--- config.mk ---
export PLATFORM = sky130hd
export DESIGN_NAME = imem_port_arbiter
export DESIGN_NICKNAME = d
export VERILOG_FILES = /design/src/rtl/imem_port_arbiter.sv
export SDC_FILE = /design/constraint.sdc
export NUM_CORES = 1
export LEC_CHECK = 0
export ABC_AREA = 1
export BUFFER_PORTS_ARGS = -buffer_cell sky130_fd_sc_hd__buf_2
export CORE_ASPECT_RATIO = 1.5
export CORE_UTILIZATION = 30
export CTS_BUF_LIST = sky130_fd_sc_hd__clkbuf_4 sky130_fd_sc_hd__clkbuf_8
export DETAILED_ROUTE_END_ITERATION = 10
export PLACE_DENSITY = 0.66
export SYNTH_ARGS = -nofsm -noshare
export SYNTH_HDL_FRONTEND = slang
export SYNTH_SLANG_ARGS = --single-unit
export TNS_END_PERCENT = 1
--- constraint.sdc ---
create_clock -name clk_i -period 3.1 [get_ports clk_i]
set_input_delay 0.62 -clock clk_i [delete_from_list [all_inputs] [get_ports clk_i]]
set_output_delay 0.62 -clock clk_i [all_outputs]
set_load 0.03 [all_outputs]
--- src/rtl/imem_port_arbiter.sv ---
// Arbitrates one single-port, fixed-latency memory between instruction fetch and load/store.
// Define IMEM_ARB_PERF_EN to add the perf_if_wait_o / perf_dm_wait_o stall-cycle counters.
module imem_port_arbiter #(
   parameter int unsigned MEM_LATENCY  = 2,
   parameter int unsigned STARVE_LIMIT = 4
) (
   input  logic        clk_i,
   input  logic        rst_ni,
   input  logic        if_req_i,
   input  logic [31:0] if_addr_i,
   input  logic        flush_i,
   output logic [31:0] if_rdata_o,
   output logic        if_valid_o,
   output logic        stall_if_o,
   input  logic        dm_req_i,
   input  logic        dm_we_i,
   input  logic [31:0] dm_addr_i,
   input  logic [31:0] dm_wdata_i,
   input  logic [3:0]  dm_be_i,
   output logic [31:0] dm_rdata_o,
   output logic        dm_valid_o,
   output logic        stall_mem_o,
   output logic        mem_en_o,
   output logic        mem_we_o,
   output logic [31:0] mem_addr_o,
   output logic [31:0] mem_wdata_o,
   output logic [3:0]  mem_be_o,
   input  logic [31:0] mem_rdata_i
`ifdef IMEM_ARB_PERF_EN
   ,
   output logic [31:0] perf_if_wait_o,
   output logic [31:0] perf_dm_wait_o
`endif
);

   localparam int unsigned CNT_W = (MEM_LATENCY > 1) ? $clog2(MEM_LATENCY) : 1;
   localparam int unsigned SW    = $clog2(STARVE_LIMIT + 1);
   localparam logic [CNT_W-1:0] LAT_LOAD   = CNT_W'(MEM_LATENCY - 1);
   localparam logic [SW-1:0]    STARVE_MAX = SW'(STARVE_LIMIT);

   typedef enum logic [1:0] {IDLE, BUSY_IF, BUSY_DM} state_e;

   state_e           state_q, state_d;
   logic [CNT_W-1:0] cnt_q, cnt_d;
   logic [SW-1:0]    starve_q, starve_d;
   logic             cancel_q, cancel_d;
   logic             we_q, we_d;
   logic [31:0]      if_rdata_q, if_rdata_d;
   logic [31:0]      dm_rdata_q, dm_rdata_d;
   logic             force_if, grant_if, grant_dm, if_done, dm_done;

   always_ff @(posedge clk_i or negedge rst_ni) begin
      if (!rst_ni) begin
         state_q    <= IDLE;
         cnt_q      <= '0;
         starve_q   <= '0;
         cancel_q   <= 1'b0;
         we_q       <= 1'b0;
         if_rdata_q <= '0;
         dm_rdata_q <= '0;
      end else begin
         state_q    <= state_d;
         cnt_q      <= cnt_d;
         starve_q   <= starve_d;
         cancel_q   <= cancel_d;
         we_q       <= we_d;
         if_rdata_q <= if_rdata_d;
         dm_rdata_q <= dm_rdata_d;
      end
   end

   always_comb begin
      state_d    = state_q;
      cnt_d      = cnt_q;
      starve_d   = starve_q;
      cancel_d   = cancel_q;
      we_d       = we_q;
      if_rdata_d = if_rdata_q;
      dm_rdata_d = dm_rdata_q;
      force_if   = 1'b0;
      grant_if   = 1'b0;
      grant_dm   = 1'b0;
      if_done    = 1'b0;
      dm_done    = 1'b0;
      case (state_q)
         IDLE: begin
            // No issue while reset is held, so nothing escapes to memory that the FSM would forget.
            if (rst_ni) begin
               force_if = if_req_i & ~flush_i & (starve_q == STARVE_MAX);
               grant_dm = dm_req_i & ~force_if;
               grant_if = if_req_i & ~flush_i & ~grant_dm;
            end
            if (grant_dm) begin
               state_d = BUSY_DM;
               cnt_d   = LAT_LOAD;
               we_d    = dm_we_i;
            end else if (grant_if) begin
               state_d  = BUSY_IF;
               cnt_d    = LAT_LOAD;
               cancel_d = 1'b0;
            end
         end
         BUSY_IF: begin
            if (flush_i) cancel_d = 1'b1;
            if (cnt_q == '0) begin
               state_d  = IDLE;
               cancel_d = 1'b0;
               // A redirect landing on the completion cycle also drops the stale instruction.
               if (!cancel_q && !flush_i) begin
                  if_done    = 1'b1;
                  if_rdata_d = mem_rdata_i;
               end
            end else begin
               cnt_d = cnt_q - 1'b1;
            end
         end
         BUSY_DM: begin
            if (cnt_q == '0) begin
               state_d = IDLE;
               dm_done = 1'b1;
               if (!we_q) dm_rdata_d = mem_rdata_i;
            end else begin
               cnt_d = cnt_q - 1'b1;
            end
         end
         default: state_d = IDLE;
      endcase
      if (grant_if || !if_req_i)                        starve_d = '0;
      else if (grant_dm && (starve_q != STARVE_MAX))    starve_d = starve_q + 1'b1;
   end

   assign mem_en_o    = grant_if | grant_dm;
   assign mem_we_o    = grant_dm & dm_we_i;
   assign mem_addr_o  = grant_dm ? dm_addr_i  : (grant_if ? if_addr_i : '0);
   assign mem_wdata_o = grant_dm ? dm_wdata_i : '0;
   assign mem_be_o    = grant_dm ? dm_be_i    : '0;

   // Read data is forwarded in the completion cycle and held in the _q register afterwards.
   assign if_valid_o  = if_done;
   assign dm_valid_o  = dm_done;
   assign if_rdata_o  = if_done ? mem_rdata_i : if_rdata_q;
   assign dm_rdata_o  = (dm_done && !we_q) ? mem_rdata_i : dm_rdata_q;
   assign stall_if_o  = if_req_i & ~if_valid_o;
   assign stall_mem_o = dm_req_i & ~dm_valid_o;

`ifdef IMEM_ARB_PERF_EN
   logic [31:0] perf_if_q, perf_dm_q;

   always_ff @(posedge clk_i or negedge rst_ni) begin
      if (!rst_ni) begin
         perf_if_q <= '0;
         perf_dm_q <= '0;
      end else begin
         if (stall_if_o)  perf_if_q <= perf_if_q + 32'd1;
         if (stall_mem_o) perf_dm_q <= perf_dm_q + 32'd1;
      end
   end

   assign perf_if_wait_o = perf_if_q;
   assign perf_dm_wait_o = perf_dm_q;
`endif

endmodule
### Yosys cells after proc, flatten, opt, wreduce, memory -nomap -nowiden

Index checks and enable logic that the tools add are counted.
Widths: inputs -> output; s select.

* register bits: 72
* bits in latches: 0
* RAM bits: 0
* ROM bits: 0
* bits of input ports: 138
* output and inout bits: 138
* word-level logic and storage cells: 84
* memories kept: 0

* $add $sub $neg: 2
* $mul: 0
* divide/modulo/power cells: 0
* $lt $le $gt $ge: 0
* equality and inequality tests: 9
* shift operators: 0
* mux-type cells: 32
* bitwise operators: 15
* reductions and logical operators: 19

Operator list (count)
* $mux 32: 5
* $mux 1: 18
* $ne 3x3->1 const B: 3
* $and 1x1->1: 7
* $not 1->1: 7
* $mux 2: 3
* $mux 3: 2
* $ne 2x2->1 const B: 3
* $reduce_and 2->1: 3
* $reduce_and 3->1: 2
* $reduce_bool 2->1: 3
* $logic_not 1->1: 4
* $mux 4: 1
* $pmux 1 s2: 2
* $pmux 2 s2: 1
* $reduce_and 4->1: 1
* $add 3x1->3 const B: 1
* $eq 3x3->1 const B: 1
* $logic_and 1x1->1: 3
* $eq 2x1->1 const B: 1
* $eq 2x2->1 const B: 1
* $logic_not 2->1: 1
* $reduce_or 2->1: 1
* $logic_or 1x1->1: 1
* other kinds (2): 2

### Logic depth before layout (Yosys ltp)

Gate-level depths: netlist (run 1).

* word-level depth: 12
* mapped depth: 11
* mapped depth without buffers: 11

### Worst setup path after synthesis (run 1)

OpenSTA, ideal clock, no wires.

* path kind: input-to-output
* start: in flush_i
* end: out if_rdata_o[0]
* arrival time: 1.822 ns
* data required time: 2.480 ns
* setup slack: 0.658 ns
* stages: 5
* path buffers: 2
* cell sequence: nor2_1 > nand3_1 > buf_4 > buf_2 > o21ai_0

* cells in the longest elaborated chain, start to end: 6

Ends and longest elaborated chain
* start: declaration: line 11 `input logic flush_i,`
* $logic_not 1->1: line 109 `if (!cancel_q && !flush_i) begin`
* $logic_and 1x1->1: line 109
* $mux 1: line 109
* $mux 1: line 105 `if (cnt_q == '0) begin`
* $mux 1: line 85 `case (state_q)`
* $mux 32: line 141 `assign if_rdata_o = if_done ? mem_rdata_i : if_rdata_q;`
* end: declaration: line 12 `output logic [31:0] if_rdata_o,`

Every way passes these cells.

### Worst setup path in the final report (run 1)

* start: reg starve_q[0]
* end: out mem_addr_o[5]

* cells in the longest elaborated chain, start to end: 11
* elaborated cells on any way between the ends: 14
* classes of those cells: eq/ne (1); mux (8); bitwise (5)

Ends and longest elaborated chain
* start: declaration: line 45 `logic [SW-1:0] starve_q, starve_d;`
* start signal: assignment: line 64 `starve_q <= starve_d;`
* $eq 3x3->1 (*): line 89 `force_if = if_req_i & ~flush_i & (starve_q == STARVE_MAX);`
* $and 1x1->1 (*): line 89
* $not 1->1 (*): line 90 `grant_dm = dm_req_i & ~force_if;`
* $and 1x1->1 (*): line 90
* $not 1->1: line 91 `grant_if = if_req_i & ~flush_i & ~grant_dm;`
* $and 1x1->1: line 91
* $mux 1: line 88 `if (rst_ni) begin`
* $mux 1 (2 in a row): line 85
* $mux 32: line 134 `assign mem_addr_o = grant_dm ? dm_addr_i : (grant_if ? if_addr_i : '0);`
* $mux 32 (*): line 134
* end: declaration: line 25 `output logic [31:0] mem_addr_o,`

Every way passes the cells marked *; elsewhere a longest branch is shown, timed or not. The select of a mux whose other input is x is not followed.

==> flow_summary.html, run 1 <==
<table>
<tr><th>Metric</th><th>Value</th></tr>
<tr><th colspan="2">Detailed routing</th></tr>
<tr><td>Initial DRC count</td><td>129</td></tr>
<tr><td>Antenna violation net count after detailed routing</td><td>0</td></tr>
<tr><td>Wire length after detailed routing</td><td>12370 µm</td></tr>
<tr><td>Count of unresolved DRC violations after routing</td><td>0</td></tr>
<tr><td>Wire length per cell</td><td>12.91 µm</td></tr>
<tr><td>Number of search-and-repair iterations in the first detailed-routing pass</td><td>4</td></tr>
<tr><td>Average vias per placed instance</td><td>4.306</td></tr>
<tr><td>Via count</td><td>4125</td></tr>
<tr><th colspan="2">Critical path</th></tr>
<tr><td>Crit path kind</td><td>reg2out</td></tr>
<tr><td>Worst path required time</td><td>2.48 ns</td></tr>
<tr><td>Highest cell delay on the worst timing path</td><td>0.40 ns</td></tr>
<tr><td>Category of the worst setup path launch point</td><td>register</td></tr>
<tr><td>Most used cell along the critical path</td><td>sky130_fd_sc_hd__nand2_1</td></tr>
<tr><td>Crit path DAT</td><td>2.16 ns</td></tr>
<tr><td>Slowest cell on crit path</td><td>sky130_fd_sc_hd__dfrtp_1</td></tr>
<tr><td>R2r worst-path depth</td><td>10</td></tr>
<tr><td>Sort of element at the end of the critical path</td><td>primary output</td></tr>
<tr><td>Biggest fanout along the worst timing path</td><td>32</td></tr>
<tr><td>Cell Chain, Critical Path</td><td>inv_1, ha_1, nand2_2, a21oi_2, nand3_2, clkinv_2, nand2_1, nand2_1, buf_2</td></tr>
<tr><th colspan="2">STA</th></tr>
<tr><td>Achievable Freq</td><td>0.3595 GHz</td></tr>
<tr><td>Post-route setup TNS</td><td>0 ns</td></tr>
<tr><td>Fin worst setup slack</td><td>0.3187 ns</td></tr>
<tr><td>Final setup vio count</td><td>0</td></tr>
<tr><td>Max-slew violation count</td><td>0</td></tr>
<tr><td>Slew HR</td><td>0.4062</td></tr>
<tr><td>Actual slew at the worst max-slew pin</td><td>0.8907 ns</td></tr>
<tr><td>Fin crit period</td><td>2.781 ns</td></tr>
<tr><td>Portion of the clock cycle consumed by the worst path in the final layout</td><td>0.8972</td></tr>
<tr><td>RSZ-0062 raised after global routing</td><td>false</td></tr>
<tr><td>Hold Worst Slack</td><td>0.07264 ns</td></tr>
<tr><td>Final hold vios</td><td>0</td></tr>
<tr><td>Worst clock skew</td><td>0.01770 ns</td></tr>
<tr><th colspan="2">Floorplan</th></tr>
<tr><td>Effective utilization at floorplan</td><td>0.3076</td></tr>
<tr><td>Placeable core area</td><td>12450 µm²</td></tr>
<tr><td>Die Outline Area</td><td>13230 µm²</td></tr>
<tr><td>Top-level I/O count</td><td>276</td></tr>
<tr><td>DIE WIDTH</td><td>94.26 µm</td></tr>
<tr><td>DIE HEIGHT</td><td>140.4 µm</td></tr>
<tr><td>Standard-cell rows</td><td>50</td></tr>
<tr><th colspan="2">Synth</th></tr>
<tr><td>Gate Count Post-Synth</td><td>532</td></tr>
<tr><td>Netlist area before placement</td><td>3830 µm²</td></tr>
<tr><td>Synthesized flop and latch total</td><td>72</td></tr>
<tr><td>Number of different library cells in the post-synthesis netlist</td><td>24</td></tr>
<tr><td>Synthesis warning total</td><td>0</td></tr>
<tr><td>Net count after synthesis</td><td>675</td></tr>
<tr><td>Share of synthesized area occupied by flip-flops and latches</td><td>0.4704</td></tr>
<tr><td>Syn Area/Cell</td><td>7.199 µm²</td></tr>
<tr><th colspan="2">Layout</th></tr>
<tr><td>Number of inserted filler cells in the final layout</td><td>1357</td></tr>
<tr><td>Fraction of final layout cells with drive strength greater than 1</td><td>0.3813</td></tr>
<tr><td>Combined area of the multi-input logic cells</td><td>1536 µm²</td></tr>
<tr><td>Area occupied by registers</td><td>1802 µm²</td></tr>
<tr><td>Layout Area Growth over Synthesis</td><td>44.50%</td></tr>
<tr><td>Final core area utilization</td><td>0.4445</td></tr>
<tr><td>Net count reported at finish</td><td>938</td></tr>
<tr><th colspan="2">Global route</th></tr>
<tr><td>Wire length of the first global-routing pass</td><td>18570 µm</td></tr>
<tr><td>Number of global-route vias before repair</td><td>3871</td></tr>
<tr><td>Overall track demand over capacity in global routing</td><td>0.1858</td></tr>
<tr><td>Number of antenna violations at the first check in global routing</td><td>3</td></tr>
<tr><td>Pin count of the biggest net entering global routing</td><td>71</td></tr>
<tr><td>GR Overflow Total</td><td>0</td></tr>
<tr><th colspan="2">Clocking</th></tr>
<tr><td>Clock tree from TritonCTS</td><td>built</td></tr>
<tr><td>Clock latency on the worst-skew pair</td><td>0.35 ns</td></tr>
<tr><td>Total of hold buffers inserted after clock tree synthesis</td><td>0</td></tr>
<tr><td>Number of sinks on the clock net</td><td>72</td></tr>
<tr><td>Post-CTS setup buffer count</td><td>0</td></tr>
<tr><td>Clock edge transition at the registers on the reported setup and hold paths</td><td>0.09 ns</td></tr>
<tr><td>Number of resized instances in the post-cts repair step</td><td>0</td></tr>
<tr><td>Number of buffers created by CTS</td><td>9</td></tr>
<tr><td>CTS root buf</td><td>sky130_fd_sc_hd__clkbuf_8</td></tr>
<tr><td>Clock Path Buffers</td><td>2</td></tr>
<tr><td>Htree depth</td><td>3</td></tr>
<tr><th colspan="2">Hold path</th></tr>
<tr><td>Worst min path class</td><td>in2async</td></tr>
<tr><th colspan="2">Power and ir drop</th></tr>
<tr><td>Pwr Density</td><td>978.3 nW/µm²</td></tr>
<tr><td>Worst voltage drop across the vdd grid</td><td>0.0006713 V</td></tr>
<tr><td>LEAKAGE</td><td>3.512 nW</td></tr>
<tr><th colspan="2">Placement</th></tr>
<tr><td>Final Wtd Congestion</td><td>0.7613</td></tr>
<tr><td>Post-detailed-placement half-perimeter wirelength</td><td>9601 µm</td></tr>
<tr><td># port buffers</td><td>275</td></tr>
<tr><td>Post-Place Setup Slack</td><td>0.5126 ns</td></tr>
<tr><th colspan="2">Run status</th></tr>
<tr><td>Outcome</td><td>complete, no violations</td></tr>
<tr><th colspan="2">Job</th></tr>
<tr><td>MaxCap Viol Count</td><td>0</td></tr>
</table>
[cell type report]
cell class / count / share of cell area
antenna: 2 / 0.0009044
clock buffer: 10 / 0.02374
clock inverter: 6 / 0.02080
inverter: 85 / 0.05788
multi-input combinational: 347 / 0.2776
sequential: 72 / 0.3256
tap: 156 / 0.03527
timing repair buffer: 280 / 0.2582
[worst paths after layout]
check	startpoint	endpoint	slack, ns
setup / recovery	starve_q[0]$_DFFE_PN0P_	mem_addr_o[5]	0.32
hold / removal	rst_ni	dm_rdata_q[3]$_DFFE_PN0P_	0.07
setup reg to reg	starve_q[0]$_DFFE_PN0P_	cnt_q$_DFFE_PN0P_	1.39
hold reg to reg	cancel_q$_DFFE_PN0P_	cancel_q$_DFFE_PN0P_	0.47
max in group asynchronous	rst_ni	state_q[0]$_DFFE_PN0P_	1.91
min in group clk_i	cancel_q$_DFFE_PN0P_	cancel_q$_DFFE_PN0P_	0.47
[layer usage]
layer / track usage / vias to the layer above / part of all wire / routed length [µm]
met5: 0 / - / 0.0021 / 26
met4: 0.06883 / 4 / 0.017 / 205
li1: - / 2146 / - / -
met1: 0.2030 / 1763 / 0.39 / 4839
met2: 0.3188 / 193 / 0.47 / 5870
met3: 0.07329 / 19 / 0.12 / 1429
[synth_stat cells]
cell                       number  share of area
sky130_fd_sc_hd__nand2_1      179           0.18
sky130_fd_sc_hd__o21ai_0       88           0.11
sky130_fd_sc_hd__inv_1         83          0.081
sky130_fd_sc_hd__dfrtp_1       72           0.47
sky130_fd_sc_hd__nor2_1        47          0.046
sky130_fd_sc_hd__buf_2         14          0.018
sky130_fd_sc_hd__o21ai_1       11          0.014
sky130_fd_sc_hd__buf_6          7          0.021
sky130_fd_sc_hd__clkbuf_1       6         0.0059
sky130_fd_sc_hd__ha_1           5          0.016
sky130_fd_sc_hd__nand3_1        4         0.0052
sky130_fd_sc_hd__a21oi_1        3         0.0039
sky130_fd_sc_hd__nand2_2        2         0.0033
sky130_fd_sc_hd__a211oi_1       1         0.0020
sky130_fd_sc_hd__a21oi_2        1         0.0023
sky130_fd_sc_hd__buf_4          1         0.0020
sky130_fd_sc_hd__clkinv_2       1         0.0013
sky130_fd_sc_hd__inv_2          1        0.00098
sky130_fd_sc_hd__nand3_2        1         0.0026
sky130_fd_sc_hd__nand4_1        1         0.0016
sky130_fd_sc_hd__nand4_4        1         0.0056
sky130_fd_sc_hd__nor3_1         1         0.0013
sky130_fd_sc_hd__o211ai_1       1         0.0020
sky130_fd_sc_hd__xor2_1         1         0.0023
[state kept, by name, summed over array words and instances (netlist names)]
register    cells
cancel_q        1
cnt_q           1
starve_q        3
we_q            1
state_q         2
dm_rdata_q     32
if_rdata_q     32
[logic make-up (layout without fill, tap and decap cells)]
kind of cell	Yosys count	in the layout	synth area share
and+or+nand+nor	236	236	0.2411
buffers and inverters	113	381	0.1303
AOI/OAI and AO/OA	105	105	0.1395
DFF	72	72	0.4704
adders and majority gates	5	5	0.01633
xor gates and xnor gates	1	1	0.002287
other	0	2	0
[critical path: cells and delay by family, from the launching register on]
kind            cells  cell delay (ns)
fa+ha+maj           1             0.17
buf+inv             3             0.62
simple gates        4             0.48
flops               1             0.40
compound gates      1             0.15
[through the flow]
stage,total power [mW],cells,instance area [µm²]
2_1_floorplan,3.635,532,3830
3_3_place_gp,4.504,940,5283
3_5_place_dp,4.532,940,5283
4_1_cts,5.483,956,5529
5_1_grt,5.799,956,5529
6_report,5.414,958,5534
[placed cells by master, fill, tap and decap left out, drive strengths merged, types with 3 or more instances in the layout]
cell / Yosys / layout
buf: 22 / 280
nand2: 181 / 181
o21ai: 99 / 99
inv: 84 / 85
dfrtp: 72 / 72
nor2: 47 / 47
clkbuf: 6 / 10
ha: 5 / 5
nand3: 5 / 5
a21oi: 4 / 4
bufinv: 0 / 3
[report_power, final]
part	leakage, nW	internal, mW	switching [mW]
registers	0.892	1.37	0.132
logic	2.50	0.808	2.18
clock network	0.121	0.548	0.375
Note: power is estimated with default switching activity, not from simulation.
==> inputs of run 2 (changes only) <==
--- a/config.mk
+++ b/config.mk
@@ -7,11 +7,11 @@
 export LEC_CHECK = 0
 export ABC_AREA = 1
 export BUFFER_PORTS_ARGS = -buffer_cell sky130_fd_sc_hd__buf_2
-export CORE_ASPECT_RATIO = 1.5
-export CORE_UTILIZATION = 30
+export CORE_AREA = 2 2 106 108
 export CTS_BUF_LIST = sky130_fd_sc_hd__clkbuf_4 sky130_fd_sc_hd__clkbuf_8
 export DETAILED_ROUTE_END_ITERATION = 10
-export PLACE_DENSITY = 0.66
+export DIE_AREA = 0 0 108 110
+export PLACE_DENSITY = 0.76
 export SYNTH_ARGS = -nofsm -noshare
 export SYNTH_HDL_FRONTEND = slang
 export SYNTH_SLANG_ARGS = --single-unit
==> run 2 against run 1 <==
Non-clock buffer count rose by 1. Critical path type unchanged. Final cell count shrank 1.8%. Die area shrank 10%. Largest cell class unchanged.
==> flow_summary.html, run 2 (same netlist as run 1, synthesis figures left out) <==
<table>
<tr><th>Metric</th><th>Value</th></tr>
<tr><th colspan="2">Critical path</th></tr>
<tr><td>Critical R2R Capture</td><td>cnt_q$_DFFE_PN0P_</td></tr>
<tr><td>Worst path required time</td><td>2.48 ns (about the same)</td></tr>
<tr><td>Category of the worst setup path launch point</td><td>register</td></tr>
<tr><td>Highest cell delay on the worst timing path</td><td>0.40 ns (about the same)</td></tr>
<tr><td>Cell Chain, Critical Path</td><td>inv_1, ha_1, nand3_2, clkinv_2, nand2_1, nand2_1, buf_2</td></tr>
<tr><td>Crit path DAT</td><td>2.12 ns (-0.04 ns)</td></tr>
<tr><td>Most used cell along the critical path</td><td>sky130_fd_sc_hd__nand2_1</td></tr>
<tr><td>R2r worst-path depth</td><td>10 (unchanged)</td></tr>
<tr><td>Startpoint of the worst-slack reg-to-reg timing path</td><td>starve_q[0]$_DFFE_PN0P_</td></tr>
<tr><td>Slowest cell on crit path</td><td>sky130_fd_sc_hd__dfrtp_1</td></tr>
<tr><td>Biggest fanout along the worst timing path</td><td>32 (unchanged)</td></tr>
<tr><td>R2r setup slk</td><td>1.41 ns (+0.02 ns)</td></tr>
<tr><td>Sort of element at the end of the critical path</td><td>primary output</td></tr>
<tr><td>Crit path kind</td><td>reg2out</td></tr>
<tr><th colspan="2">Layout</th></tr>
<tr><td>Net count reported at finish</td><td>939 (+0.11%)</td></tr>
<tr><td>Fraction of final layout cells with drive strength greater than 1</td><td>0.3820 (+0.0007725)</td></tr>
<tr><td>Number of inserted filler cells in the final layout</td><td>1054 (-22%)</td></tr>
<tr><td>Summed area of non-filler cells in the final layout</td><td>5518 µm² (-0.29%)</td></tr>
<tr><td>Most common library cell in the layout ignoring fill and taps</td><td>sky130_fd_sc_hd__buf_2</td></tr>
<tr><td>Area occupied by registers</td><td>1802 µm² (unchanged)</td></tr>
<tr><td>Commonest cells after routing, fill and taps aside</td><td>sky130_fd_sc_hd__buf_2, sky130_fd_sc_hd__nand2_1, sky130_fd_sc_hd__o21ai_0</td></tr>
<tr><td>Number of diodes</td><td>0 (-2)</td></tr>
<tr><td>Layout Area Growth over Synthesis</td><td>44.07%</td></tr>
<tr><td>Non-filler instance count after layout</td><td>941 (-1.8%)</td></tr>
<tr><td>Combined area of the multi-input logic cells</td><td>1536 µm² (unchanged)</td></tr>
<tr><td>Final core area utilization</td><td>0.5158 (+0.07127)</td></tr>
<tr><td>Top Registers</td><td>dm_rdata_q x32, if_rdata_q x32, starve_q x3</td></tr>
<tr><th colspan="2">Power and ir drop</th></tr>
<tr><td>Pwr Density</td><td>981.2 nW/µm² (+0.29%)</td></tr>
<tr><td>LEAKAGE</td><td>3.521 nW (+0.24%)</td></tr>
<tr><td>Worst voltage drop across the vdd grid</td><td>0.0009285 V (+38%)</td></tr>
<tr><td>Final Power</td><td>5.414 mW (unchanged)</td></tr>
<tr><th colspan="2">STA</th></tr>
<tr><td>Max-slew violation count</td><td>0 (unchanged)</td></tr>
<tr><td>Final setup vio count</td><td>0 (unchanged)</td></tr>
<tr><td>Slew HR</td><td>0.4641 (+0.05790)</td></tr>
<tr><td>Fin crit period</td><td>2.738 ns (-0.04351 ns)</td></tr>
<tr><td>Fin worst setup slack</td><td>0.3622 ns (+0.04351 ns)</td></tr>
<tr><td>Portion of the clock cycle consumed by the worst path in the final layout</td><td>0.8832 (-0.01403)</td></tr>
<tr><td>Actual slew at the worst max-slew pin</td><td>0.8039 ns (-0.08686 ns)</td></tr>
<tr><td>Final hold vios</td><td>0 (unchanged)</td></tr>
<tr><td>Worst clock skew</td><td>0.008253 ns (-0.009447 ns)</td></tr>
<tr><td>Achievable Freq</td><td>0.3653 GHz (+1.6%)</td></tr>
<tr><td>Post-route setup TNS</td><td>0 ns (unchanged)</td></tr>
<tr><td>Hold Worst Slack</td><td>0.1135 ns (+0.04084 ns)</td></tr>
<tr><td>RSZ-0062 raised after global routing</td><td>false</td></tr>
<tr><th colspan="2">Floorplan</th></tr>
<tr><td>Placeable core area</td><td>10700 µm² (-14%)</td></tr>
<tr><td>Effective utilization at floorplan</td><td>0.3580 (+0.05037)</td></tr>
<tr><td>Standard-cell rows</td><td>38 (-24%)</td></tr>
<tr><td>Top-level I/O count</td><td>276 (unchanged)</td></tr>
<tr><td>DIE WIDTH</td><td>108 µm (+15%)</td></tr>
<tr><td>DIE HEIGHT</td><td>110 µm (-22%)</td></tr>
<tr><td>Die Outline Area</td><td>11880 µm² (-10%)</td></tr>
<tr><th colspan="2">Placement</th></tr>
<tr><td>Final Wtd Congestion</td><td>0.8395 (+10%)</td></tr>
<tr><td>Post-Place Setup Slack</td><td>0.5766 ns (+0.06406 ns)</td></tr>
<tr><td>Placed cell count</td><td>925 (-1.6%)</td></tr>
<tr><td># port buffers</td><td>275 (unchanged)</td></tr>
<tr><td>Post-place instance area</td><td>5270 µm² (-0.24%)</td></tr>
<tr><td>Post-detailed-placement half-perimeter wirelength</td><td>9224 µm (-3.9%)</td></tr>
<tr><th colspan="2">Clocking</th></tr>
<tr><td>Htree depth</td><td>3 (unchanged)</td></tr>
<tr><td>Clock tree from TritonCTS</td><td>built</td></tr>
<tr><td>Number of resized instances in the post-cts repair step</td><td>0 (unchanged)</td></tr>
<tr><td>Clock Path Buffers</td><td>2 (unchanged)</td></tr>
<tr><td>Post-CTS setup buffer count</td><td>0 (unchanged)</td></tr>
<tr><td>Number of sinks on the clock net</td><td>72 (unchanged)</td></tr>
<tr><td>Number of buffers created by CTS</td><td>9 (unchanged)</td></tr>
<tr><td>Clock latency on the worst-skew pair</td><td>0.34 ns (about the same)</td></tr>
<tr><td>Clock edge transition at the registers on the reported setup and hold paths</td><td>0.08 ns (about the same)</td></tr>
<tr><td>Total of hold buffers inserted after clock tree synthesis</td><td>0 (unchanged)</td></tr>
<tr><td>CTS root buf</td><td>sky130_fd_sc_hd__clkbuf_8</td></tr>
<tr><th colspan="2">Detailed routing</th></tr>
<tr><td>Initial DRC count</td><td>239 (+85%)</td></tr>
<tr><td>Count of unresolved DRC violations after routing</td><td>0 (unchanged)</td></tr>
<tr><td>Wire length after detailed routing</td><td>11920 µm (-3.6%)</td></tr>
<tr><td>Number of search-and-repair iterations in the first detailed-routing pass</td><td>7 (+3)</td></tr>
<tr><td>Antenna violation net count after detailed routing</td><td>0 (unchanged)</td></tr>
<tr><td>Wire length per cell</td><td>12.67 µm (-1.9%)</td></tr>
<tr><td>Average vias per placed instance</td><td>4.452 (+3.4%)</td></tr>
<tr><td>Via count</td><td>4189 (+1.6%)</td></tr>
<tr><th colspan="2">Global route</th></tr>
<tr><td>Wire length of the first global-routing pass</td><td>17840 µm (-3.9%)</td></tr>
<tr><td>Number of antenna violations at the first check in global routing</td><td>0 (-3)</td></tr>
<tr><td>GR Overflow Total</td><td>0 (unchanged)</td></tr>
<tr><td>Number of global-route vias before repair</td><td>3725 (-3.8%)</td></tr>
<tr><td>Pin count of the biggest net entering global routing</td><td>66 (-7.0%)</td></tr>
<tr><td>Overall track demand over capacity in global routing</td><td>0.1929 (+0.007115)</td></tr>
<tr><th colspan="2">Job</th></tr>
<tr><td>MaxCap Viol Count</td><td>0 (unchanged)</td></tr>
<tr><th colspan="2">Hold path</th></tr>
<tr><td>Worst min path class</td><td>in2async</td></tr>
<tr><th colspan="2">Run status</th></tr>
<tr><td>Outcome</td><td>complete, no violations</td></tr>
</table>
[run 2: cell types whose count changed in the layout (fill, tap and decap cells not counted), sizes merged]
cell	delta
clkinvlp	-1
clkinv	+1
diode	-2
buf	+1
[run 2: metal layers]
metal,global-route usage,vias to the layer above,part of all wire
met2,0.3266,207,0.47
li1,-,2143,-
met5,0,-,0
met4,0.09249,0,0.030
met3,0.05820,29,0.099
met1,0.2246,1810,0.40
[run 2: layout make-up]
type,count,share of cell area
Clock buffer,10,0.02381
Clock inverter,6,0.02109
Inverter,85,0.05805
Multi-Input combinational cell,347,0.2785
Sequential cell,72,0.3265
Tap cell,140,0.03175
Timing Repair Buffer,281,0.2603
[run 2: where the power goes]
part	total [mW]	switching [mW]	leakage [nW]	internal [mW]
registers	1.51	0.137	0.892	1.37
logic	3.00	2.19	2.50	0.809
clock network	0.907	0.358	0.124	0.549
total	5.41	2.68	3.52	2.73
[run 2: worst max path at each step]
stage                            from        endpoint  cells past startpoint
2_1_floorplan                 flush_i   if_rdata_o[0]                      5
3_3_place_gp                  flush_i   mem_addr_o[0]                      9
3_5_place_dp                  flush_i   mem_addr_o[0]                      9
4_1_cts        state_q[0]$_DFFE_PN0P_   mem_addr_o[0]                      7
5_1_grt        state_q[0]$_DFFE_PN0P_   mem_addr_o[0]                      7
6_report       state_q[0]$_DFFE_PN0P_  mem_addr_o[20]                      7
[run 2: worst max-delay path: cells and delay by family (launching register included)]
family | cells | cell delay, ns
buf+inv | 3 | 0.61
simple gates | 3 | 0.42
flops | 1 | 0.40
fa+ha+maj | 1 | 0.33
==> inputs of run 3 (changes only) <==
--- a/config.mk
+++ b/config.mk
@@ -11,7 +11,7 @@
 export CTS_BUF_LIST = sky130_fd_sc_hd__clkbuf_4 sky130_fd_sc_hd__clkbuf_8
 export DETAILED_ROUTE_END_ITERATION = 10
 export DIE_AREA = 0 0 108 110
-export PLACE_DENSITY = 0.76
+export PLACE_DENSITY = 0.75
 export SYNTH_ARGS = -nofsm -noshare
 export SYNTH_HDL_FRONTEND = slang
 export SYNTH_SLANG_ARGS = --single-unit
==> run 3 against run 2 <==
Setup slack better by 0.038 ns. Sequential share of layout area is 0.40 points higher. Count of clock-buffer cells in the layout is 2 higher. Die area did not move. Flip-flop and latch count unchanged. Largest cell class unchanged. Clock power shrank 20%. Sequential power is essentially flat. Final cell count fell by 0.32%.
==> flow_summary.html, run 3 (same netlist as run 1, synthesis figures left out) <==
<table>
<tr><th>Metric</th><th>Value</th></tr>
<tr><th colspan="2">Layout</th></tr>
<tr><td>Layout Area Growth over Synthesis</td><td>42.31%</td></tr>
<tr><td>Final core area utilization</td><td>0.5095 (-0.006315)</td></tr>
<tr><td>Most common library cell in the layout ignoring fill and taps</td><td>sky130_fd_sc_hd__buf_2</td></tr>
<tr><td>Fraction of final layout cells with drive strength greater than 1</td><td>0.3797 (-0.002323)</td></tr>
<tr><td>Number of inserted filler cells in the final layout</td><td>1094 (+3.8%)</td></tr>
<tr><td>Number of diodes</td><td>0 (unchanged)</td></tr>
<tr><td>Net count reported at finish</td><td>937 (-0.21%)</td></tr>
<tr><td>Commonest cells after routing, fill and taps aside</td><td>sky130_fd_sc_hd__buf_2, sky130_fd_sc_hd__nand2_1, sky130_fd_sc_hd__o21ai_0</td></tr>
<tr><td>Top Registers</td><td>dm_rdata_q x32, if_rdata_q x32, starve_q x3</td></tr>
<tr><th colspan="2">Critical path</th></tr>
<tr><td>Crit path DAT</td><td>2.08 ns (-0.04 ns)</td></tr>
<tr><td>Worst path required time</td><td>2.48 ns (about the same)</td></tr>
<tr><td>Crit path kind</td><td>reg2out</td></tr>
<tr><td>Biggest fanout along the worst timing path</td><td>32 (unchanged)</td></tr>
<tr><td>Category of the worst setup path launch point</td><td>register</td></tr>
<tr><td>Sort of element at the end of the critical path</td><td>primary output</td></tr>
<tr><th colspan="2">Job</th></tr>
<tr><td>MaxCap Viol Count</td><td>0 (unchanged)</td></tr>
<tr><th colspan="2">Floorplan</th></tr>
<tr><td>Effective utilization at floorplan</td><td>0.3580 (unchanged)</td></tr>
<tr><td>DIE HEIGHT</td><td>110 µm (unchanged)</td></tr>
<tr><td>DIE WIDTH</td><td>108 µm (unchanged)</td></tr>
<tr><td>Placeable core area</td><td>10700 µm² (unchanged)</td></tr>
<tr><td>Top-level I/O count</td><td>276 (unchanged)</td></tr>
<tr><td>Standard-cell rows</td><td>38 (unchanged)</td></tr>
<tr><td>Die Outline Area</td><td>11880 µm² (unchanged)</td></tr>
<tr><th colspan="2">STA</th></tr>
<tr><td>Post-route setup TNS</td><td>0 ns (unchanged)</td></tr>
<tr><td>Final setup vio count</td><td>0 (unchanged)</td></tr>
<tr><td>Final hold vios</td><td>0 (unchanged)</td></tr>
<tr><td>Max-slew violation count</td><td>0 (unchanged)</td></tr>
<tr><td>Worst clock skew</td><td>0.008134 ns (-0.0001183 ns)</td></tr>
<tr><td>Slew HR</td><td>0.5361 (+0.07196)</td></tr>
<tr><td>Portion of the clock cycle consumed by the worst path in the final layout</td><td>0.8708 (-0.01238)</td></tr>
<tr><td>Achievable Freq</td><td>0.3704 GHz (+1.4%)</td></tr>
<tr><td>Hold Worst Slack</td><td>0.1879 ns (+0.07447 ns)</td></tr>
<tr><td>Fin crit period</td><td>2.699 ns (-0.03838 ns)</td></tr>
<tr><td>Actual slew at the worst max-slew pin</td><td>0.6959 ns (-0.1079 ns)</td></tr>
<tr><td>RSZ-0062 raised after global routing</td><td>false</td></tr>
<tr><th colspan="2">Detailed routing</th></tr>
<tr><td>Average vias per placed instance</td><td>4.406 (-1.0%)</td></tr>
<tr><td>Wire length per cell</td><td>12.77 µm (+0.83%)</td></tr>
<tr><td>Number of search-and-repair iterations in the first detailed-routing pass</td><td>6 (-1)</td></tr>
<tr><td>Via count</td><td>4133 (-1.3%)</td></tr>
<tr><td>Initial DRC count</td><td>266 (+11%)</td></tr>
<tr><td>Antenna violation net count after detailed routing</td><td>0 (unchanged)</td></tr>
<tr><td>Count of unresolved DRC violations after routing</td><td>0 (unchanged)</td></tr>
<tr><td>Wire length after detailed routing</td><td>11980 µm (+0.51%)</td></tr>
<tr><th colspan="2">Clocking</th></tr>
<tr><td>Clock edge transition at the registers on the reported setup and hold paths</td><td>0.07 ns (about the same)</td></tr>
<tr><td>Clock Path Buffers</td><td>2 (unchanged)</td></tr>
<tr><td>Htree depth</td><td>3 (unchanged)</td></tr>
<tr><td>Total of hold buffers inserted after clock tree synthesis</td><td>0 (unchanged)</td></tr>
<tr><td>CTS root buf</td><td>sky130_fd_sc_hd__clkbuf_8</td></tr>
<tr><td>Number of buffers created by CTS</td><td>9 (unchanged)</td></tr>
<tr><td>Clock latency on the worst-skew pair</td><td>0.33 ns (about the same)</td></tr>
<tr><td>Post-CTS setup buffer count</td><td>0 (unchanged)</td></tr>
<tr><td>Number of sinks on the clock net</td><td>72 (unchanged)</td></tr>
<tr><td>Clock tree from TritonCTS</td><td>built</td></tr>
<tr><td>Number of resized instances in the post-cts repair step</td><td>0 (unchanged)</td></tr>
<tr><th colspan="2">Placement</th></tr>
<tr><td>Final Wtd Congestion</td><td>0.7883 (-6.1%)</td></tr>
<tr><td># port buffers</td><td>275 (unchanged)</td></tr>
<tr><td>Post-detailed-placement half-perimeter wirelength</td><td>9400 µm (+1.9%)</td></tr>
<tr><th colspan="2">Run status</th></tr>
<tr><td>Outcome</td><td>complete, no violations</td></tr>
<tr><th colspan="2">Hold path</th></tr>
<tr><td>Worst min path class</td><td>in2async</td></tr>
<tr><th colspan="2">Global route</th></tr>
<tr><td>Wire length of the first global-routing pass</td><td>17880 µm (+0.23%)</td></tr>
<tr><td>Number of global-route vias before repair</td><td>3788 (+1.7%)</td></tr>
<tr><td>GR Overflow Total</td><td>0 (unchanged)</td></tr>
<tr><td>Overall track demand over capacity in global routing</td><td>0.1917 (-0.001215)</td></tr>
<tr><td>Pin count of the biggest net entering global routing</td><td>97 (+47%)</td></tr>
<tr><td>Number of antenna violations at the first check in global routing</td><td>0 (unchanged)</td></tr>
<tr><th colspan="2">Power and ir drop</th></tr>
<tr><td>LEAKAGE</td><td>3.487 nW (-0.96%)</td></tr>
<tr><td>Worst voltage drop across the vdd grid</td><td>0.0006631 V (-29%)</td></tr>
<tr><td>Pwr Density</td><td>955.0 nW/µm² (-2.7%)</td></tr>
</table>
run 3: cell count changes in the layout (fill, tap and decap cells not counted):
cell / before / now
sky130_fd_sc_hd__buf_4: 6 / 4
sky130_fd_sc_hd__bufinv_16: 3 / 1
sky130_fd_sc_hd__clkbuf_4: 1 / 2
sky130_fd_sc_hd__clkbuf_8: 9 / 10
sky130_fd_sc_hd__clkinv_2: 1 / 2
sky130_fd_sc_hd__clkinv_4: 2 / 0
sky130_fd_sc_hd__clkinvlp_4: 0 / 1
sky130_fd_sc_hd__inv_6: 1 / 0
run 3: area by class of cell:
| type | count | area, µm² | area share |
|---|---|---|---|
| timing repair buffer | 279 | 1421 | 0.2608 |
| tap | 140 | 175.2 | 0.03214 |
| clock buffer | 12 | 152.6 | 0.02801 |
| sequential | 72 | 1802 | 0.3306 |
| inverter | 85 | 320.3 | 0.05877 |
| multi-input combinational | 347 | 1536 | 0.2819 |
| clock inverter | 3 | 42.54 | 0.007805 |
run 3: through the flow:
| step | cells | cell area, µm² | setup WS [ns] | power [mW] |
|---|---|---|---|---|
| 2_1_floorplan | 532 | 3830 | 0.6582 | 3.635 |
| 3_3_place_gp | 923 | 5255 | 0.6038 | 4.471 |
| 3_5_place_dp | 923 | 5255 | 0.5979 | 4.519 |
| 4_1_cts | 938 | 5450 | 0.3613 | 5.267 |
| 5_1_grt | 938 | 5450 | 0.1872 | 5.583 |
| 6_report | 938 | 5450 | 0.4005 | 5.205 |
run 3: final timing paths:
check,from,to,slack (ns),depth (start not counted)
worst min-delay path,rst_ni,dm_rdata_q[3]$_DFFE_PN0P_,0.19,1
worst max-delay path,starve_q[0]$_DFFE_PN0P_,mem_addr_o[15],0.40,9
worst max register to register,starve_q[0]$_DFFE_PN0P_,cnt_q$_DFFE_PN0P_,1.40,10
max in group asynchronous,rst_ni,dm_rdata_q[28]$_DFFE_PN0P_,1.92,2
worst min register to register,dm_rdata_q[26]$_DFFE_PN0P_,dm_rdata_q[26]$_DFFE_PN0P_,0.48,2
min in group clk_i,dm_rdata_q[26]$_DFFE_PN0P_,dm_rdata_q[26]$_DFFE_PN0P_,0.48,2
run 3: metal layers:
layer | wire [µm] | track usage
met2 | 6116 | 0.3540
met5 | 0 | 0
met1 | 4611 | 0.2136
met3 | 1092 | 0.05526
met4 | 162 | 0.05952
run 3: critical path, stage by stage (launching register included):
cell,delay (ns)
sky130_fd_sc_hd__dfrtp_1,0.40
sky130_fd_sc_hd__inv_1,0.08
sky130_fd_sc_hd__ha_1,0.16
sky130_fd_sc_hd__nand2_2,0.07
sky130_fd_sc_hd__a21oi_2,0.15
sky130_fd_sc_hd__nand3_2,0.12
sky130_fd_sc_hd__clkinv_2,0.32
sky130_fd_sc_hd__nand2_1,0.17
sky130_fd_sc_hd__nand2_1,0.09
sky130_fd_sc_hd__buf_2,0.19
run 3: power by group:
| group | switching, mW | internal [mW] | total (mW) |
|---|---|---|---|
| Combinational | 2.17 | 0.801 | 2.97 |
| Clock | 0.322 | 0.406 | 0.728 |
| Sequential | 0.132 | 1.37 | 1.50 |
